--- src/rtl/sysarr_loader_pkg.sv ---
// Shared types and default dimensions for the systolic-array input loader.
package sysarr_loader_pkg;

   localparam int SYSARR_N  = 4;
   localparam int SYSARR_DW = 16;

   typedef enum logic [1:0] {IDLE, LOAD, SHIFT} loader_state_t;

   typedef logic [SYSARR_N*SYSARR_DW-1:0] row_t;

endpackage

--- src/rtl/sysarr_skew_decode.sv ---
// Diagonal skew decoder: row r shifts while sh_cnt lies in [r, r+N-1].
module sysarr_skew_decode
   import sysarr_loader_pkg::*;
#(
   parameter int N  = SYSARR_N,
   parameter int CW = $clog2(2*SYSARR_N)
) (
   input  logic [CW-1:0] sh_cnt,
   input  logic          stall,
   input  logic          active,
   output logic [N-1:0]  fifo_shift
);

   always_comb begin
      fifo_shift = '0;
      for (int unsigned r = 0; r < unsigned'(N); r++) begin
         fifo_shift[r] = active && !stall
                         && (32'(sh_cnt) >= r)
                         && (32'(sh_cnt) <= r + unsigned'(N) - 1);
      end
   end

endmodule

--- src/rtl/sysarr_input_loader.sv ---
// Loads an NxN tile into the row FIFOs, then issues diagonally skewed shift strobes.
// Optional perf counters are built when SYSARR_LOADER_PERF_EN is defined.
module sysarr_input_loader
   import sysarr_loader_pkg::*;
#(
   parameter int N  = SYSARR_N,
   parameter int DW = SYSARR_DW
) (
   input  logic            clk,
   input  logic            nRST,
   input  logic            in_valid,
   output logic            in_ready,
   input  logic [N*DW-1:0] in_row,
   input  logic            stall,
   output logic [N-1:0]    fifo_load,
   output logic [N*DW-1:0] fifo_load_values,
   output logic [N-1:0]    fifo_shift,
   output logic            busy,
   output logic            tile_done
`ifdef SYSARR_LOADER_PERF_EN
   ,
   output logic [31:0]     perf_stall_cycles,
   output logic [15:0]     perf_tiles
`endif
);

   localparam int            CW       = $clog2(2*N);
   localparam logic [CW-1:0] LAST_ROW = CW'(N-1);
   localparam logic [CW-1:0] LAST_SH  = CW'(2*N-2);

   loader_state_t state, state_nxt;
   logic [CW-1:0] row_cnt, row_cnt_nxt;
   logic [CW-1:0] sh_cnt, sh_cnt_nxt;
   logic [N-1:0]  load_nxt;
   logic          done_nxt;
   logic          take;

   assign in_ready = (state != SHIFT);
   assign busy     = (state != IDLE);
   assign take     = in_valid && in_ready;

   always_ff @(posedge clk or negedge nRST) begin
      if (!nRST) begin
         state            <= IDLE;
         row_cnt          <= '0;
         sh_cnt           <= '0;
         fifo_load        <= '0;
         fifo_load_values <= '0;
         tile_done        <= 1'b0;
      end else begin
         state     <= state_nxt;
         row_cnt   <= row_cnt_nxt;
         sh_cnt    <= sh_cnt_nxt;
         fifo_load <= load_nxt;
         tile_done <= done_nxt;
         if (take) begin
            fifo_load_values <= in_row;
         end
      end
   end

   // IDLE and LOAD share the beat path: row_cnt is always 0 in IDLE.
   always_comb begin
      state_nxt   = state;
      row_cnt_nxt = row_cnt;
      sh_cnt_nxt  = sh_cnt;
      load_nxt    = '0;
      done_nxt    = 1'b0;
      case (state)
         IDLE, LOAD: begin
            if (take) begin
               load_nxt = N'(1) << row_cnt;
               if (row_cnt == LAST_ROW) begin
                  state_nxt   = SHIFT;
                  row_cnt_nxt = '0;
                  sh_cnt_nxt  = '0;
               end else begin
                  state_nxt   = LOAD;
                  row_cnt_nxt = row_cnt + 1'b1;
               end
            end
         end
         SHIFT: begin
            if (!stall) begin
               if (sh_cnt == LAST_SH) begin
                  state_nxt  = IDLE;
                  sh_cnt_nxt = '0;
                  done_nxt   = 1'b1;
               end else begin
                  sh_cnt_nxt = sh_cnt + 1'b1;
               end
            end
         end
         default: state_nxt = IDLE;
      endcase
   end

   sysarr_skew_decode #(
      .N  (N),
      .CW (CW)
   ) u_skew (
      .sh_cnt     (sh_cnt),
      .stall      (stall),
      .active     (state == SHIFT),
      .fifo_shift (fifo_shift)
   );

`ifdef SYSARR_LOADER_PERF_EN
   always_ff @(posedge clk or negedge nRST) begin
      if (!nRST) begin
         perf_stall_cycles <= '0;
         perf_tiles        <= '0;
      end else begin
         if ((state == SHIFT) && stall && (perf_stall_cycles != '1)) begin
            perf_stall_cycles <= perf_stall_cycles + 1'b1;
         end
         if (tile_done) begin
            perf_tiles <= perf_tiles + 1'b1;
         end
      end
   end
`endif

endmodule

--- config.mk ---
export PLATFORM = sky130hd
export DESIGN_NAME = sysarr_input_loader
export DESIGN_NICKNAME = d
export VERILOG_FILES = /design/src/rtl/sysarr_loader_pkg.sv /design/src/rtl/sysarr_skew_decode.sv /design/src/rtl/sysarr_input_loader.sv
export SDC_FILE = /design/constraint.sdc
export NUM_CORES = 1
export LEC_CHECK = 0
export ABC_AREA = 1
export BUFFER_PORTS_ARGS = -buffer_cell sky130_fd_sc_hd__buf_4
export CORE_MARGIN = 3
export CORE_UTILIZATION = 30
export CTS_BUF_LIST = sky130_fd_sc_hd__clkbuf_2
export CTS_CLUSTER_DIAMETER = 80
export CTS_CLUSTER_SIZE = 12
export DETAILED_ROUTE_END_ITERATION = 8
export PLACE_DENSITY_LB_ADDON = 0.15
export SYNTH_ARGS = -nofsm -noshare
export SYNTH_HDL_FRONTEND = slang
export SYNTH_HIERARCHICAL = 1
export SYNTH_SLANG_ARGS = --single-unit
--- constraint.sdc ---
create_clock -name clk -period 1.2 [get_ports clk]
set_input_delay 0.06 -clock clk [delete_from_list [all_inputs] [get_ports clk]]
set_output_delay 0.06 -clock clk [all_outputs]
set_load 0.05 [all_outputs]
# Word-level counts from Yosys, hierarchy flattened

Cells that the tools add are included.

Register bits: 77
Input port bits: 68

Add/sub/neg operators: 2
$lt $le $gt $ge: 7
Eq/ne operators: 9
Shift operators: 1
Mux-type cells: 16
Reductions and logical operators: 17

Operator list:

| kind                  | count |
|---|---|
| $mux W3               | 5 |
| $ne A2 B2 Y1 const B  | 5 |
| $le A3 B3 Y1 const B  | 3 |
| $logic_and A1 B1 Y1   | 9 |
| $mux W2               | 4 |
| $mux W4               | 2 |
| $add A3 B1 Y3 const B | 2 |
| $ge A3 B2 Y1 const B  | 2 |
| $pmux W3 S2           | 1 |
| $pmux W2 S2           | 1 |
| $reduce_and A4 Y1     | 1 |
| $reduce_bool A2 Y1    | 2 |
| $shl A1 B3 Y4 const A | 1 |
| $eq A3 B2 Y1 const B  | 1 |
| $eq A3 B3 Y1 const B  | 1 |
| $ge A3 B1 Y1 const B  | 1 |
| $le A3 B2 Y1 const B  | 1 |
| $mux W1               | 3 |
| $reduce_and A3 Y1     | 1 |
| $eq A2 B1 Y1 const B  | 1 |
| $eq A2 B2 Y1 const B  | 1 |
| $logic_not A2 Y1      | 1 |
| $reduce_and A2 Y1     | 1 |
| $reduce_or A2 Y1      | 1 |
| $logic_not A1 Y1      | 1 |

# Longest topological paths before layout

Depth after elaboration: 4
Mapped depth: 7
Gate-level depth less buffers: 7

# Hierarchy

Netlist, hierarchy kept.

Modules (own cells, without submodules):

| module              | times used | cells an instance | area an instance (um^2) | sequential area each (um^2) |
|---|---|---|---|---|
| sysarr_input_loader | 1          | 355               | 3,143.0                 | 1,926.8 |
| sysarr_skew_decode  | 1          | 20                | 80.1                    | 0.0 |

# Least setup slack after synthesis

OpenSTA, ideal clock, no wires.

Path kind: reg2out
Start: reg state[0]
End: out fifo_shift[0]
Data arrival time: 1.716 ns
Required time: 1.140 ns
Slack: -0.576 ns
Cell stages (with the launch flop): 6
Cell sequence: dfrtp_1 > inv_1 > nand2_2 > inv_1 > inv_1 > nor3_1

Cells in the longest elaborated chain, start to end: 3

Ends and longest elaborated chain:

| item                     | line                       | RTL |
|---|---|---|
| start: declaration       | sysarr_input_loader.sv:31  | `loader_state_t state, state_nxt;` |
| start signal: assignment | sysarr_input_loader.sv:51  | `state <= state_nxt;` |
| $eq A2 B2 Y1             | sysarr_input_loader.sv:104 | `.active (state == SHIFT),` |
| $logic_and A1 B1 Y1      | sysarr_skew_decode.sv:17   | `fifo_shift[r] = active && !stall` |
| $logic_and A1 B1 Y1      | sysarr_skew_decode.sv:19   | `&& (32'(sh_cnt) <= r + unsigned'(N) - 1);` |
| end: declaration         | sysarr_input_loader.sv:17  | `output logic [N-1:0] fifo_shift,` |

No other way between the ends.

# Worst setup path in the final report

Start: reg sh_cnt[2]
End: out fifo_shift[1]

Cells in the longest elaborated chain, start to end: 3

Ends and longest elaborated chain:

| item                     | line                      | RTL |
|---|---|---|
| start: declaration       | sysarr_input_loader.sv:33 | `logic [CW-1:0] sh_cnt, sh_cnt_nxt;` |
| start signal: assignment | sysarr_input_loader.sv:53 | `sh_cnt <= sh_cnt_nxt;` |
| $ge A3 B1 Y1             | sysarr_skew_decode.sv:18  | `&& (32'(sh_cnt) >= r)` |
| $logic_and A1 B1 Y1      | sysarr_skew_decode.sv:18  |  |
| $logic_and A1 B1 Y1 *    | sysarr_skew_decode.sv:19  |  |

Every way passes the cells marked *; elsewhere a longest branch is shown, timed or not.

==> results by group <==
Worst setup path
  – Kind of critical path: reg -> out
  – Crit path launch type: flip-flop
  – Slowest stage delay, CP: 0.53 ns
  – Crit-path max FO: 9
  – Worst r2r src: state[0]$_DFFE_PN0P_
  – Critical Path AT: between 1.5 and 2 ns
  – Worst path required time: ~1.1 ns
  – CP Cell Sequence: nor2_1 -> nand2_1 -> nand2_2 -> nor2_4 -> buf_6
  – R2R depth: 8
  – Worst R2R Setup Slack: -0.20 ns
  – R2r endpoint: fifo_load_values[49]$_DFFE_PN0N_
  – Critical path's slowest cell: dfrtp_2
  – Element type at the critical path end: primary output

Yosys
  – Netlist Area Pre-Place: between 3000 and 4000 um2
  – Register bit total from synthesis: 77
  – Largest area contributor in the netlist: dfrtp_1
  – Most frequent cells after synthesis: nand2_1 (161), dfrtp_1 (77), nand3_1 (71)
  – Syn Inst Count: about 380
  – Top cells by area, synth: dfrtp_1 (60%), nand2_1 (19%), nand3_1 (11%)
  – Asr flop ratio synth: between 90% and 100%
  – Register area share after synthesis: 59.78%
  – Number of enable flip-flop cells after synthesis: 0
  – Count leader, synth: nand2_1
  – Cell variety after synth: 18
  – Prevailing post-synth register cell: dfrtp_1
  – Syn_area_per_cell: ~8.6 um2
  – Synth top area share: between 50% and 60%
  – Syn_nets: roughly 450
  – Synth Warn #: 6

Global route
  – Total grt overflow: 0
  – Initial antenna violation count: 0
  – Largest net degree at the start of global routing: 33
  – Global Route Usage Sum: roughly 17%
  – First-pass GRT wire length: around 16000 um
  – Vias in the first global route: about 3300

Min path
  – Tightest Hold Check Type: in -> reg
  – Min-Delay Endpoint: fifo_load_values[21]$_DFFE_PN0N_
  – Worst hold stages: 4
  – Critical hold path startpoint: in_row[21]

Status
  – Failing checks: negative setup slack
  – Status: finished, violations left

CTS
  – Clock sinks: 77
  – CTS root buf: clkbuf_2
  – CTS Buffer Depth: 2
  – TritonCTS Buffers: 9
  – Clk_lat worst skew: a little over 0.5 ns
  – CTS H-tree depth: 3
  – Worst-path clk slew: 0.24 ns
  – CTS tree: built

Power
  – Power, Total: 11910 uW
  – P per Cell Area: between 1500 and 2000 nW/um2
  – Lkg Pwr: around 0.0033 uW
  – VDD IR max: between 0.7 and 0.8 mV

Final layout
  – Final net count: 697
  – Layout Utilization: approximately three fifths
  – Layout area overhead: 93.40%
  – Layout cells sized above 1: between 30% and 40%
  – Antenna Cells: 0

Floorplan
  – Starting density of the core: between 30% and 40%
  – I/O pin count: roughly 140
  – Core Region: 10370 um2
  – Die Area: 12020 um2
  – Die width: ~110 um
  – Row count: 37
  – Die Span Y: ~110 um

Place
  – Dpl hpwl: between 6000 and 7000 um
  – GP Congestion: about 0.73
  – Port bufs: between 100 and 150

Timing
  – PnR worst setup slack: -0.4483 ns
  – Max Clock Freq: between 600 and 700 MHz
  – Final slew viol count: 0
  – Final min period: around 1.6 ns
  – Final Cycle Share: 137.4%
  – RSZ-0062 raised after global routing: yes
  – Setup Skew: ~0.023 ns
  – Final setup viols: 80
  – Hold Fails Final Rpt: 0
  – Tightest Pin Transition: between 0.3 and 0.4 ns
  – Slew margin rel.: between 70% and 80%

Routing
  – Post-route DRC: 0
  – WL per Instance: ~14 um
  – Routed vias: between 3000 and 4000
  – Antenna-violating nets left: 0
  – Starting DRC count in detailed routing: about 300
  – Vias per cell: about 4.5
  – Final wirelength: ~11000 um
  – TritonRoute pass-1 iters: 4

Run
  – Maxcap violations: 0
[logic make-up after synthesis]
logic type / synth area share [%]
buf+inv: 5.124
compound gates: 0.8541
flops: 59.78
xor+xnor: 0.2718
simple gates: 32.41
fa+ha+maj: 1.553
[cell usage in the layout, fill, tap and decap left out, drive strengths merged, types with 2 or more instances in the layout]
| master | instances |
|---|---|
| buf | 185 |
| bufinv | 3 |
| clkbuf | 14 |
| clkinv | 3 |
| dfrtp | 77 |
| dlygate4sd3 | 68 |
| ha | 4 |
| inv | 15 |
| nand2 | 163 |
| nand3 | 71 |
| nor2 | 17 |
| nor3 | 2 |
| o21ai | 2 |
[layout make-up]
| class | instances | area [um2] |
|---|---|---|
| fillers | 873 | 4136 |
| repair buffers | 259 | 2654 |
| flip-flops and latches | 77 | 1931 |
| multi-input cells | 263 | 1261 |
| well taps | 136 | 170.2 |
| clock inverters | 7 | 113.9 |
| inverters | 15 | 58.81 |
| clock buffers | 9 | 45.04 |
[what timing repair did]
| action | CTS | global route |
|---|---|---|
| hold buffers | 68 | 0 |
| endpoints found under the setup margin | 72 | 149 |
| gates cloned | 1 | 8 |
| resized for setup | 100 | 20 |
| hold endpoints to repair | 148 | 0 |
| setup buffers | 14 | 13 |
| pin swaps | 4 | 5 |
[power by group]
part           internal, uW  total, uW  leakage (uW)  switching (uW)
combinational          2630       6380       0.00222            3750
clock                   888       1840     0.0000872             952
sequential             3210       3690      0.000948             481
total                  6730      11900       0.00325            5190
[per-layer routing]
layer  routed length, um  up-vias  GRT usage [%]  part of all wire, %
li1                    -     1693              -                    -
met1                4729     1625          21.14                   43
met2                5447      117          27.99                   49
met3                 689       14          4.052                  6.2
met4                 176        0          6.500                  1.6
met5                   0        -              0                    0
[critical path: cells and delay by family, from the launching register on]
family                 cells  cell delay, ns
buffers and inverters      1            0.15
AND/OR/NAND/NOR            4            0.42
flip-flops                 1            0.53
[how the worst max path moves through the flow]
stage          slack [ns]                  start  depth (start not counted)       endpoint
6_report            -0.45  sh_cnt[2]$_DFFE_PN0P_                          5  fifo_shift[1]
5_1_grt             -0.61   state[0]$_DFFE_PN0P_                          8  fifo_shift[3]
4_1_cts             -0.53   state[0]$_DFFE_PN0P_                          8  fifo_shift[2]
3_5_place_dp       -0.002   state[0]$_DFFE_PN0P_                          8  fifo_shift[3]
3_3_place_gp         0.03   state[0]$_DFFE_PN0P_                          8  fifo_shift[1]
2_1_floorplan       -0.13   state[1]$_DFFE_PN0P_                          4  fifo_shift[0]
[metrics by stage]
stage / TNS, ns / setup slack [ns] / hold WS (ns) / cells / instance area (um2)
2_1_floorplan: -0.1303 / -0.1303 / -0.2356 / 375 / 3252
3_3_place_gp: 0 / 0.02515 / 0.01436 / 648 / 4563
3_5_place_dp: -0.003657 / -0.001857 / 0.01633 / 648 / 4563
4_1_cts: -12.30 / -0.5318 / 0.2472 / 746 / 5901
5_1_grt: -21.60 / -0.6128 / 0.2471 / 766 / 6233
6_report: -12.04 / -0.4483 / 0.2925 / 766 / 6233
[state kept, by name, summed over array words and instances (netlist names)]
signal / count
state: 2
fifo_load_values: 64
row_cnt: 3
sh_cnt: 3
tile_done: 1
fifo_load: 4
No activity file was read; power rests on OpenSTA's default activity.
